`config.mk`:
```
export PLATFORM = sky130hd
export DESIGN_NAME = uart_rx_ctrl
export DESIGN_NICKNAME = d
export VERILOG_FILES = /design/src/rtl/uart_rx_ctrl.sv
export SDC_FILE = /design/constraint.sdc
export NUM_CORES = 1
export LEC_CHECK = 0
export CORE_MARGIN = 4
export CORE_UTILIZATION = 50
export CTS_CLUSTER_DIAMETER = 120
export CTS_CLUSTER_SIZE = 30
export DETAILED_ROUTE_END_ITERATION = 12
export MAX_ROUTING_LAYER = met4
export PLACE_DENSITY = 0.78
export SKIP_CTS_REPAIR_TIMING = 1
export SYNTH_ARGS = -nofsm -noshare
export SYNTH_HDL_FRONTEND = slang
export SYNTH_SLANG_ARGS = --single-unit
```
`constraint.sdc`:
```
create_clock -name clk -period 1.8 [get_ports clk]
set_input_delay 0.36 -clock clk [delete_from_list [all_inputs] [get_ports clk]]
set_output_delay 0.36 -clock clk [all_outputs]
set_load 0.01 [all_outputs]
```
`src/rtl/uart_rx_ctrl.sv`:
```
// uart_rx_ctrl: completes the RCV_REQ/RCV_ACK four-phase handshake and queues received bytes in a show-ahead FIFO.
// Latency: a captured byte is visible on rd_data/rx_empty/irq one cycle after the capture edge; all outputs are registered.
// Backpressure: the receiver is never stalled; a byte arriving while full (and not being read) is dropped and sets overrun.
// Optional build macro RX_TIMEOUT_EN adds an idle timeout (rx_timeout) and batches irq on full/overrun/timeout.
module uart_rx_ctrl #(
  parameter int DEPTH = 4,
  parameter int AW    = 2
`ifdef RX_TIMEOUT_EN
  , parameter int TIMEOUT_CYCLES = 320
`endif
) (
  input  logic          clk,
  input  logic          clr,
  input  logic          RCV_REQ,
  input  logic [7:0]    RCV_Data,
  output logic          RCV_ACK,
  input  logic          rd_en,
  output logic [7:0]    rd_data,
  output logic          rx_empty,
  output logic          rx_full,
  output logic [AW:0]   rx_count,
  output logic          overrun,
  input  logic          ovr_clr,
  output logic          irq
`ifdef RX_TIMEOUT_EN
  , output logic        rx_timeout
`endif
);

  localparam logic [0:0] IDLE      = 1'b0;
  localparam logic [0:0] WAIT_DROP = 1'b1;

  logic [0:0]    state;
  logic [7:0]    mem [DEPTH];
  logic [AW-1:0] wr_ptr, rd_ptr;

  logic          capture, push, pop, drop;
  logic [AW-1:0] wr_ptr_n, rd_ptr_n;
  logic [AW:0]   count_n, remain;
  logic [7:0]    head_n;
  logic          ovr_n, irq_n;

`ifdef RX_TIMEOUT_EN
  localparam int TW = $clog2(TIMEOUT_CYCLES + 1);
  logic [TW-1:0] idle_cnt, idle_cnt_n;
  logic          tmo_n;
`endif

  // Datapath next-state: push/pop decisions, occupancy, show-ahead head and flags.
  always_comb begin
    capture  = (state == IDLE) && RCV_REQ;
    pop      = rd_en && !rx_empty;
    // A full FIFO still accepts the byte when the same cycle pops a slot free.
    push     = capture && (!rx_full || rd_en);
    drop     = capture && !push;
    wr_ptr_n = push ? wr_ptr + AW'(1) : wr_ptr;
    rd_ptr_n = pop  ? rd_ptr + AW'(1) : rd_ptr;
    count_n  = rx_count;
    if (push && !pop)      count_n = rx_count + (AW+1)'(1);
    else if (pop && !push) count_n = rx_count - (AW+1)'(1);
    // Entries left once this cycle's pop is taken; zero means the head is the incoming byte.
    remain   = pop ? rx_count - (AW+1)'(1) : rx_count;
    head_n   = 8'h00;
    if (count_n != '0) begin
      if (remain == '0) head_n = RCV_Data;
      else              head_n = mem[rd_ptr_n];
    end
    // Set beats clear so a drop is never lost to a coincident ovr_clr.
    ovr_n = overrun;
    if (ovr_clr) ovr_n = 1'b0;
    if (drop)    ovr_n = 1'b1;
`ifdef RX_TIMEOUT_EN
    idle_cnt_n = idle_cnt;
    tmo_n      = rx_timeout;
    if (push || pop) begin
      idle_cnt_n = '0;
    end else if (!rx_empty) begin
      if (idle_cnt == TW'(TIMEOUT_CYCLES - 1)) tmo_n = 1'b1;
      else                                     idle_cnt_n = idle_cnt + TW'(1);
    end
    if (pop || count_n == '0) tmo_n = 1'b0;
    irq_n = (count_n == (AW+1)'(DEPTH)) || ovr_n || tmo_n;
`else
    irq_n = (count_n != '0) || ovr_n;
`endif
  end

  // Handshake FSM: one capture per REQ pulse, ACK follows REQ with one cycle of turnaround.
  always_ff @(posedge clk or posedge clr) begin
    if (clr) begin
      state   <= IDLE;
      RCV_ACK <= 1'b0;
    end else begin
      case (state)
        IDLE: if (RCV_REQ) begin
          state   <= WAIT_DROP;
          RCV_ACK <= 1'b1;
        end
        WAIT_DROP: if (!RCV_REQ) begin
          state   <= IDLE;
          RCV_ACK <= 1'b0;
        end
        default: begin
          state   <= IDLE;
          RCV_ACK <= 1'b0;
        end
      endcase
    end
  end

  // Storage array; contents are don't-care until written, so no reset.
  always_ff @(posedge clk) begin
    if (push) mem[wr_ptr] <= RCV_Data;
  end

  // Pointers, occupancy, status flags and interrupt.
  always_ff @(posedge clk or posedge clr) begin
    if (clr) begin
      wr_ptr   <= '0;
      rd_ptr   <= '0;
      rx_count <= '0;
      rx_empty <= 1'b1;
      rx_full  <= 1'b0;
      rd_data  <= 8'h00;
      overrun  <= 1'b0;
      irq      <= 1'b0;
`ifdef RX_TIMEOUT_EN
      idle_cnt   <= '0;
      rx_timeout <= 1'b0;
`endif
    end else begin
      wr_ptr   <= wr_ptr_n;
      rd_ptr   <= rd_ptr_n;
      rx_count <= count_n;
      rx_empty <= (count_n == '0);
      rx_full  <= (count_n == (AW+1)'(DEPTH));
      rd_data  <= head_n;
      overrun  <= ovr_n;
      irq      <= irq_n;
`ifdef RX_TIMEOUT_EN
      idle_cnt   <= idle_cnt_n;
      rx_timeout <= tmo_n;
`endif
    end
  end

endmodule

```
Word-level counts from Yosys, hierarchy flattened
Memories as Yosys holds them, arrays and structs flattened.
Cells that the tools add are included.

storage, ports and cells
  bits in registers = 21
  RAM bits = 32
  input bits = 13
  memories = 1

memories
  memory  words  bits a word  read ports  clocked after memory_dff  wr ports  line  source
  mem     4      8            1           0                         1         34    logic [7:0] mem [DEPTH];

operators by class
  add/subtract/negate cells = 4
  equal/unequal tests = 3
  mux-type cells = 14
  bitwise gates (word level) = 1
  reductions and logical operators = 16

operators with widths
  kind                                               number
  two-way mux 8 bit                                  2
  two-way mux 3 bit                                  3
  two-way mux 1 bit                                  7
  logical AND 1 bit                                  6
  logical NOT 3 bit                                  2
  adder 2 x 1 -> 2 bit (second input constant)       2
  logical NOT 1 bit                                  4
  != test 2 bit (second input constant)              2
  adder 3 x 1 -> 3 bit (second input constant)       1
  equality test 3 bit (second input constant)        1
  nonzero test 3 bit                                 1
  subtractor 3 x 1 -> 3 bit (second input constant)  1
  logical OR 1 bit                                   2
  two-way mux 2 bit                                  1
  case mux 1 bit (2 select lines)                    1
  AND reduction 2 bit                                1
  inverter 1 bit                                     1

Longest topological paths before layout
  word-level depth = 9
  mapped depth = 8

Least setup slack after synthesis
No wires, ideal clock.

  kind = flip-flop to flip-flop
  start = register rx_count[0]
  end = register irq
  setup time = 127 ps
  arrival = 1830 ps
  setup slack = -158 ps
  cell stages (with the launch flop) = 8
  path through = dfrtp_1 -> inv_1 -> ha_1 -> mux2i_1 -> a211oi_1 -> o2bb2ai_1 -> o211ai_1 -> or2_2

on the way
  cells in the longest elaborated chain, start to end = 5

ends and longest elaborated chain
  what                       line  source
  from (decl)                21    output logic [AW:0] rx_count,
  from (signal assigned)     134   rx_count <= count_n;
  subtractor 3 x 1 -> 3 bit  60    else if (pop && !push) count_n = rx_count - (AW+1)'(1);
  two-way mux 3 bit          60
  two-way mux 3 bit *        59    if (push && !pop) count_n = rx_count + (AW+1)'(1);
  nonzero test 3 bit *       84    irq_n = (count_n != '0) || ovr_n;
  logical OR 1 bit *         84
  via irq_n                  41    logic ovr_n, irq_n;
  to (signal assigned)       139   irq <= irq_n;
  to (decl)                  24    output logic irq

Mark *: on every way through the listed nets, which the timed path passes. The rest lies on a longest branch.
A chain may end at the register's enable or synchronous reset.

Final worst setup path
  start = register rx_count[1]
  end = register rd_data[5]

on the way
  cells in the longest elaborated chain, start to end = 5

ends and longest elaborated chain
  what                                                            line    source
  subtractor 3 x 1 -> 3 bit                                       60, 62
  two-way mux 3 bit (on tied branches)                            62, 60
  logical NOT 3 bit / two-way mux 3 bit (equally long branches)   65, 59
  two-way mux 8 bit / nonzero test 3 bit (equally long branches)  65, 64
  two-way mux 8 bit *                                             64      if (count_n != '0) begin
  via head_n[5]                                                   40      logic [7:0] head_n;
  to (signal assigned)                                            137     rd_data <= head_n;
  to (decl)                                                       18      output logic [7:0] rd_data,

Marked as above.

==> flow_summary.ini <==
[timing]
finClkSkew_ps = 9.99
max_freq_mhz = 538
whs_ps = 245
layout_min_cycle_time_ps = 1860
final-setup-viol-count = 8
rsz0062_at_grt = true
setup_ws_ps = -59.5
finalHoldViolCount = 0
setup_tns_ps = -344
worst_pin_slew_ps = 380
min_period_over_period_pct = 103
slew_headroom_pct = 74.6
drv_slew = 0

[global_routing]
antenna_found_initial = 0
grt_remaining_overflow = 0
grt_max_degree = 32
grt_use_total_pct = 17.7
grt_pass1_vias = 1695
grt_first_pass_wirelength_um = 8120

[logic_synthesis]
avgSynthCellArea_um2 = 11.9
ys_seq_elements = 53
yosys_warnings = 0
seq_area_frac_synth_pct = 58.6
synthCells = 213
synth_area_mm2 = 0.00254
synth.net_count = 233
synth_cell_type_count = 38

[routing]
viasPerCell = 5.24
drc = 0
drt_wl_total_um = 5120
vias = 1767
ant_nets = 0
drtPass1Iterations = 4
drt-initial-drc-count = 97
wl_per_cell_um = 15.2

[floorplan]
dieHeight_um = 79.2
dieArea_mm2 = 0.00628
start_util_pct = 52.7
io_pins = 29
core_area_mm2 = 0.00482
rows = 25
fp.dieW_um = 79.2

[clocking]
clock_latency_ps = 310
clk_pin_slew_ps = 100
cts.sinks = 53
cts-root-buf = clkbuf_8
cts_tree = built
cts_buffer_depth = 2
cts_buffers = 5
htreeDepth = 2

[outcome]
status = finished with violations
violations = negative setup slack

[pwr]
peakVddDrop_v = 0.000996
intPower_mw = 3.63
clockPowerShare_pct = 14.9
p_total_mw = 5.57
p_leak_nw = 1.38
p_per_area_mw_per_mm2 = 1680
power.switching_mw = 1.94
switching_share_pct = 34.8
comb_power_share_pct = 52.6
seqPwrFrac_pct = 32.4

[final_layout]
areaGrowthSynthToFinish_pct = 30.9
fin_cells = 337
drive_above_1_share_pct = 24.1
diodes = 0
fillers = 348
fin_nets = 289
final_core_util_pct = 68.9

[worst_setup_path]
path_cells = inv_2, ha_4, nor3b_2, o21ai_2, and3b_1, o211ai_1, buf_4, a21boi_2
critPathRequiredTime_ps = 2030
crit_path_end_kind = flop
cp_max_fo = 8
cp-start-kind = flop
cp_top_family = compound AO/OA/AOI/OAI gates
critical_path_buf_inv_count = 2
crit_arrival_ps = 2090
slowest_delay_ps = 440
cp_slowest_cell = dfrtp_2
crit_type = flop to flop

[placement]
port_buffers = 28
dpl.hpwl_um = 3670
place_congestion = 0.785
place_inst = 324

[flow_run]
cap_violations = 0

[worst_hold_path]
hold_class = input port to flop
## kinds of logic after synthesis
family	count (synthesis)	synth area share [%]
fa+ha+maj	7	3.45
compound gates	44	12.2
buf+inv	23	4.68
flops	53	58.6
simple gates	71	14.6
mux	9	3.55
xor+xnor	6	2.81
## layout by cell type (no fill, tap or decap), types with 2 or more instances in the layout
cell | Yosys | final
a211o_1 | 8 | 8
a21boi_1 | 8 | 3
a21boi_2 | 0 | 5
a21oi_1 | 17 | 16
and2_1 | 4 | 4
buf_12 | 0 | 4
buf_4 | 1 | 28
clkbuf_8 | 0 | 5
clkdlybuf4s50_1 | 0 | 25
dfrtp_1 | 20 | 18
dfrtp_2 | 0 | 2
dlymetal6s2s_1 | 0 | 3
edfxtp_1 | 32 | 32
ha_1 | 7 | 4
ha_4 | 0 | 2
inv_1 | 12 | 9
inv_2 | 0 | 3
mux2i_1 | 9 | 9
nand2_1 | 27 | 27
nand2b_1 | 16 | 16
nor2_1 | 3 | 2
nor2b_1 | 2 | 2
nor3_1 | 9 | 9
o21ai_0 | 4 | 3
o2bb2ai_1 | 2 | 2
xnor2_1 | 4 | 4
## flip-flops by register name, indices dropped and copies added, names as in the netlist
| name | count |
|---|---|
| rd_data | 8 |
| overrun | 1 |
| RCV_ACK | 1 |
| rd_ptr | 2 |
| mem | 32 |
| rx_empty | 1 |
| wr_ptr | 2 |
| state | 1 |
| rx_full | 1 |
| irq | 1 |
| rx_count | 3 |
## power by group through the flow
stage               registers [mW]  logic (mW)  clock network, mW
floorplan                     1.85        1.63                  0
global placement              1.83        2.60                  0
detailed placement            1.83        2.67                  0
CTS                           1.80        2.69              0.849
global route                  1.84        3.20              0.904
finish                        1.80        2.93              0.831
## worst register-to-register path, stage by stage (launching register included)
cell and delay [ps]:
dfrtp_2 440, inv_2 90, ha_4 140, nor3b_2 190, o21ai_2 90, and3b_1 210, o211ai_1 270, buf_4 200
a21boi_2 160
## cell type report
class                   count  area, um2  share of cell area, %
clock buffers               5       68.8                   2.07
inverters                  12       45.0                   1.36
multi-input cells         137       1000                   30.3
clock inverters             3       50.0                   1.51
repair buffers             60        578                   17.4
well taps                  67       83.8                   2.52
flip-flops and latches     53       1490                   44.9
## layer usage
metal	routed length (um)	track usage, %	share of wire, %	vias up
met5	0	-	0	-
met4	88	6.70	1.7	0
met3	226	3.17	4.4	7
met2	2540	28.1	50	45
met1	2260	22.7	44	862
li1	-	-	-	853
## final timing paths
path                        startpoint         end  slack [ps]  cells past startpoint
max                        rx_count[1]  rd_data[5]         -60                      8
min                            RCV_REQ       state         240                      1
max reg2reg                rx_count[1]  rd_data[5]         -60                      8
min reg2reg                    RCV_ACK     RCV_ACK         490                      2
max in group asynchronous          clr    rx_empty        1150                      3
min in group asynchronous          clr       state         370                      3
## synthesized netlist by cell type (all sizes together)
| cell | n | area share [%] |
|---|---|---|
| dfstp | 1 | 1.0 |
| o41ai | 1 | 1.1 |
| or2 | 1 | 0.25 |
| a211o | 8 | 2.8 |
| mux2i | 9 | 3.6 |
| clkbuf | 2 | 0.30 |
| nand4 | 1 | 0.25 |
| inv | 12 | 1.8 |
| o2bb2ai | 2 | 0.69 |
| nand2 | 27 | 4.0 |
| a21boi | 9 | 2.7 |
| dfrtp | 20 | 20 |
| nor3 | 9 | 1.8 |
| nor2 | 3 | 0.44 |
| buf | 9 | 2.6 |
| a211oi | 1 | 0.30 |
| and2 | 4 | 0.99 |
| o211ai | 1 | 0.30 |
| nor3b | 1 | 0.30 |
| and3 | 2 | 0.49 |
| and3b | 1 | 0.35 |
| edfxtp | 32 | 38 |
| nand3 | 1 | 0.20 |
| ha | 7 | 3.5 |
| a22oi | 1 | 0.30 |
| o21ai | 4 | 0.79 |
| nor2b | 2 | 0.49 |
| a21oi | 17 | 3.4 |
| nand2b | 17 | 4.5 |
| xor2 | 1 | 0.35 |
| nand3b | 1 | 0.30 |
| xnor2 | 5 | 2.5 |
| and2b | 1 | 0.35 |
## stage by stage
stage / setup slack [ps] / instance area (um2)
after global routing: -176 / 3320
after global placement: -494 / 3090
final: -59.5 / 3320
after floorplan: -44.6 / 2560
after detailed placement: -589 / 3090
after CTS: -256 / 3210
(Power assumes the default switching activity.)
==> edit 1: new RTL, config.mk and constraints unchanged <==
Take the reset off `rd_data` and load it in a clocked block of its own.
--- a/src/rtl/uart_rx_ctrl.sv
+++ b/src/rtl/uart_rx_ctrl.sv
@@ -122,5 +122,4 @@
       rx_empty <= 1'b1;
       rx_full  <= 1'b0;
-      rd_data  <= 8'h00;
       overrun  <= 1'b0;
       irq      <= 1'b0;
@@ -135,5 +134,4 @@
       rx_empty <= (count_n == '0);
       rx_full  <= (count_n == (AW+1)'(DEPTH));
-      rd_data  <= head_n;
       overrun  <= ovr_n;
       irq      <= irq_n;
@@ -145,4 +143,8 @@
   end
 
+  always_ff @(posedge clk) begin
+    rd_data <= head_n;
+  end
+
 endmodule
 
Function: changed (Yosys sat finds a counterexample within 4 cycles, from zero or initial values; the reset may be asserted at any time).
==> edit 1 against the original RTL <==
Sequential cell count is the same. Highest routed layer unchanged. Via count grew 2.3%. Design area shrank 0.45%. Critical endpoint is now rd_data[1]$_SDFF_PN0_. Critical path depth is the same. Worst setup slack lost 0.15 ns. Power shrank 3.1%. Global-route usage shrank 0.63 points. The flow still finishes with violations (setup timing). Area after synthesis shrank 2.0%. Wire length shrank 1.8%. First-iteration DRC count shrank 1.0%. Die area shrank 1.8%.
==> edit 1: results (changes against the original RTL) <==
| Metric | Value |
|---|---|
| CP delay by family, top | flip-flops |
| Setup Viol. Count Final | 11 (+3) |
| Mean Syn Cell Area | 11.7 um^2 (-2.0%) |
| Share of layout cells above drive strength 1 | 24.8% (+0.75 points) |
| Failing checks | setup timing |
| M1 GR Usage | 20.4% (-2.3 points) |
| Final WS setup | -0.214 ns (-0.155 ns) |
| Worst hold slack | 0.253 ns (+0.00769 ns) |
| VDD IR max | 0.799 mV (-20%) |
| Post-Route Skew | 0.00446 ns (-0.00553 ns) |
| Comb. pwr | 2.92 mW (about the same) |
| Largest net degree at the start of global routing | 19 (-41%) |
| Max stage delay cell, worst path | dfstp_2 |
| Grt met3 use | 3.67% (+0.50 points) |
| Critical path origin | rx_empty$_DFF_PP1_ |
| Worst-margin pin slew | 0.495 ns (+0.115 ns) |
| Post-place setup slack | -0.685 ns (-0.0960 ns) |
| Lkg Pwr | 1.37 nW (-1.1%) |
| Net Sw Frac | 35.4% (+0.51 points) |
| Async set-reset flop share out of synthesis | 24.5% (-15 points) |
| Status | finished, violations left |
| Setup crit end | rd_data[1]$_SDFF_PN0_ |
| Setup TNS | -1.66 ns (-1.32 ns) |
| Crit Path Max Fanout | 11 (+3) |
| Vias in the first global route | 1709 (+0.83%) |
-- edit 1: cell families after synthesis --
logic type               after synthesis  synth area share (%)
AND/OR/NAND/NOR                       76                  16.0
flip-flops                            53                  58.2
AO/OA/AOI/OAI                         44                  12.6
buffers and inverters                 19                  3.47
multiplexers                          10                  4.08
adder cells (fa/ha/maj)                7                  3.52
XOR/XNOR                               4                  2.16
-- edit 1: area by class of cell --
type,count,area (um^2)
multi-input combinational,141,993
clock buffer,5,68.8
tap,67,83.8
timing repair buffer,67,648
inverter,9,33.8
fill,337,1450
clock inverter,3,26.3
sequential,53,1450
-- edit 1: per-layer routing --
metal	vias up	wire [um]	part of all wire (%)
met5	-	0	0
met4	0	53	1.1
met3	7	143	2.8
met2	30	2600	52
met1	888	2240	44
li1	882	-	-
-- edit 1: worst register-to-register path, stage by stage, from the launching register on --
cell and delay (ns):
dfstp_2 0.54, and2b_2 0.24, buf_4 0.18, nand4_1 0.12
o41ai_4 0.09, buf_4 0.19, buf_4 0.16, a211o_1 0.28
a21oi_1 0.15
==> edit 2: new RTL, config.mk and constraints unchanged <==
Without the edit above. Add a define of `RX_TIMEOUT_EN`.
--- a/src/rtl/uart_rx_ctrl.sv
+++ b/src/rtl/uart_rx_ctrl.sv
@@ -3,4 +3,6 @@
 // Backpressure: the receiver is never stalled; a byte arriving while full (and not being read) is dropped and sets overrun.
 // Optional build macro RX_TIMEOUT_EN adds an idle timeout (rx_timeout) and batches irq on full/overrun/timeout.
+`define RX_TIMEOUT_EN
+
 module uart_rx_ctrl #(
   parameter int DEPTH = 4,
Formal check against the unedited RTL (old outputs only; new: rx_timeout): not equivalent (Yosys sat finds a counterexample within 4 cycles, from zero or initial values).
==> edit 2 against the original RTL <==
The run still ends with setup timing left. Critical path depth down 1. Sequential share of layout area up 0.26 points. Clock power up 25%. Wire length up 22%. Via count up 13%. Design area up 16%. Global-route usage up 0.82 points. Clock skew down 0.0025 ns. Sequential cell count up 10. Critical endpoint is now irq$_DFF_PP0_. Worst hold slack worse by 0.012 ns. Power up 7.7%. First-iteration DRC count up 6.2%. Worst setup slack worse by 0.14 ns. Area after synthesis up 16%.
==> edit 2: results (changes against the original RTL) <==
| Metric | Value |
|---|---|
| Worst path arrival time | 2.21 ns (+0.12 ns) |
| Inverters | 13 (+1) |
| DR WL/cell | 16.5 um (+8.7%) |
| Final nets | 323 (+12%) |
| DR iter-0 viols | 103 (+6.2%) |
| Port Buffer Count | 29 (+3.6%) |
| Post-Route Skew | 0.00749 ns (-0.00250 ns) |
| Final WS setup | -0.197 ns (-0.137 ns) |
| Share of layout cells above drive strength 1 | 25.7% (+1.7 points) |
| Post-place setup slack | -0.683 ns (-0.0943 ns) |
| Final Non-Filler Cells | 379 (+12%) |
| GPL Wtd Cong | 0.906 (+15%) |
| H-tree depth | 3 (+1) |
| First-pass GRT wire length | 9920 um (+22%) |
| Mean Syn Cell Area | 12.9 um^2 (+8.0%) |
| Status | finished, violations left |
| Rel. slew slack | 67.5% (-7.2 points) |
| Failing checks | setup timing |
| Lkg Pwr | 1.67 nW (+21%) |
| Comb_multi_in | 144 (+5.1%) |
| Biggest regs | mem x32, idle_cnt x9, rd_data x8 |
| VDD IR max | 0.989 mV (-0.74%) |
| Buffering overhead | 17.1% (-0.29 points) |
| Vias in the first global route | 2027 (+20%) |
| Multi-input logic portion of the cell area | 29.8% (-0.42 points) |
| Sequential fraction of the synthesis area | 59.0% (+0.35 points) |
| Synth area leaders | edfxtp_1 33%, dfrtp_1 25%, ha_1 3.4% |
| Clock transition at path regs | 0.07 ns (-0.03 ns) |
| Setup Viol. Count Final | 9 (+1) |
[edit 2: cell count changes after synthesis, moves of 4 or more]
cell	unedited run	this run
nor2b_1	2	11
dfrtp_1	20	30
xor2_1	1	5
nand2_1	27	18
and3_1	2	6
nor2_1	3	13
nand2b_1	16	2
a211oi_1	1	10
a21oi_1	17	2
nor3_1	9	0
[edit 2: kinds of logic after synthesis]
| logic type | after synthesis | share of synthesized area, % |
|---|---|---|
| xor gates and xnor gates | 14 | 5.05 |
| adders and majority gates | 8 | 3.40 |
| and+or+nand+nor | 70 | 13.4 |
| DFF | 63 | 59.0 |
| AOI/OAI and AO/OA | 42 | 12.4 |
| muxes | 10 | 3.40 |
| buffers and inverters | 22 | 3.40 |
[edit 2: routing by layer]
| metal | vias up | share of wire [%] | GRT usage (%) |
|---|---|---|---|
| li1 | 972 | - | - |
| met1 | 973 | 45 | 23.2 |
| met2 | 42 | 50 | 28.8 |
| met3 | 12 | 3.6 | 4.71 |
| met4 | 0 | 1.7 | 7.34 |
| met5 | - | 0 | - |
[edit 2: worst max-delay path: stages (launching register included)]
cell      delay, ns
dfrtp_2        0.41
inv_2          0.07
ha_4           0.20
or4b_4         0.49
o311ai_4       0.11
or2_4          0.18
nor3_2         0.04
or3_1          0.38
[edit 2: worst paths after layout]
check,depth (start not counted),start,to,slack [ns]
max,7,rx_count[0]$_DFF_PP0_,irq$_DFF_PP0_,-0.20
min,1,RCV_REQ,state$_DFF_PP0_,0.23
max reg2reg,7,rx_count[0]$_DFF_PP0_,irq$_DFF_PP0_,-0.20
min reg2reg,2,RCV_ACK$_DFFE_PP0P_,RCV_ACK$_DFFE_PP0P_,0.50
max in group asynchronous,3,clr,rd_data[6]$_DFF_PP0_,0.93
min in group asynchronous,2,clr,rx_timeout$_DFF_PP0_,0.33
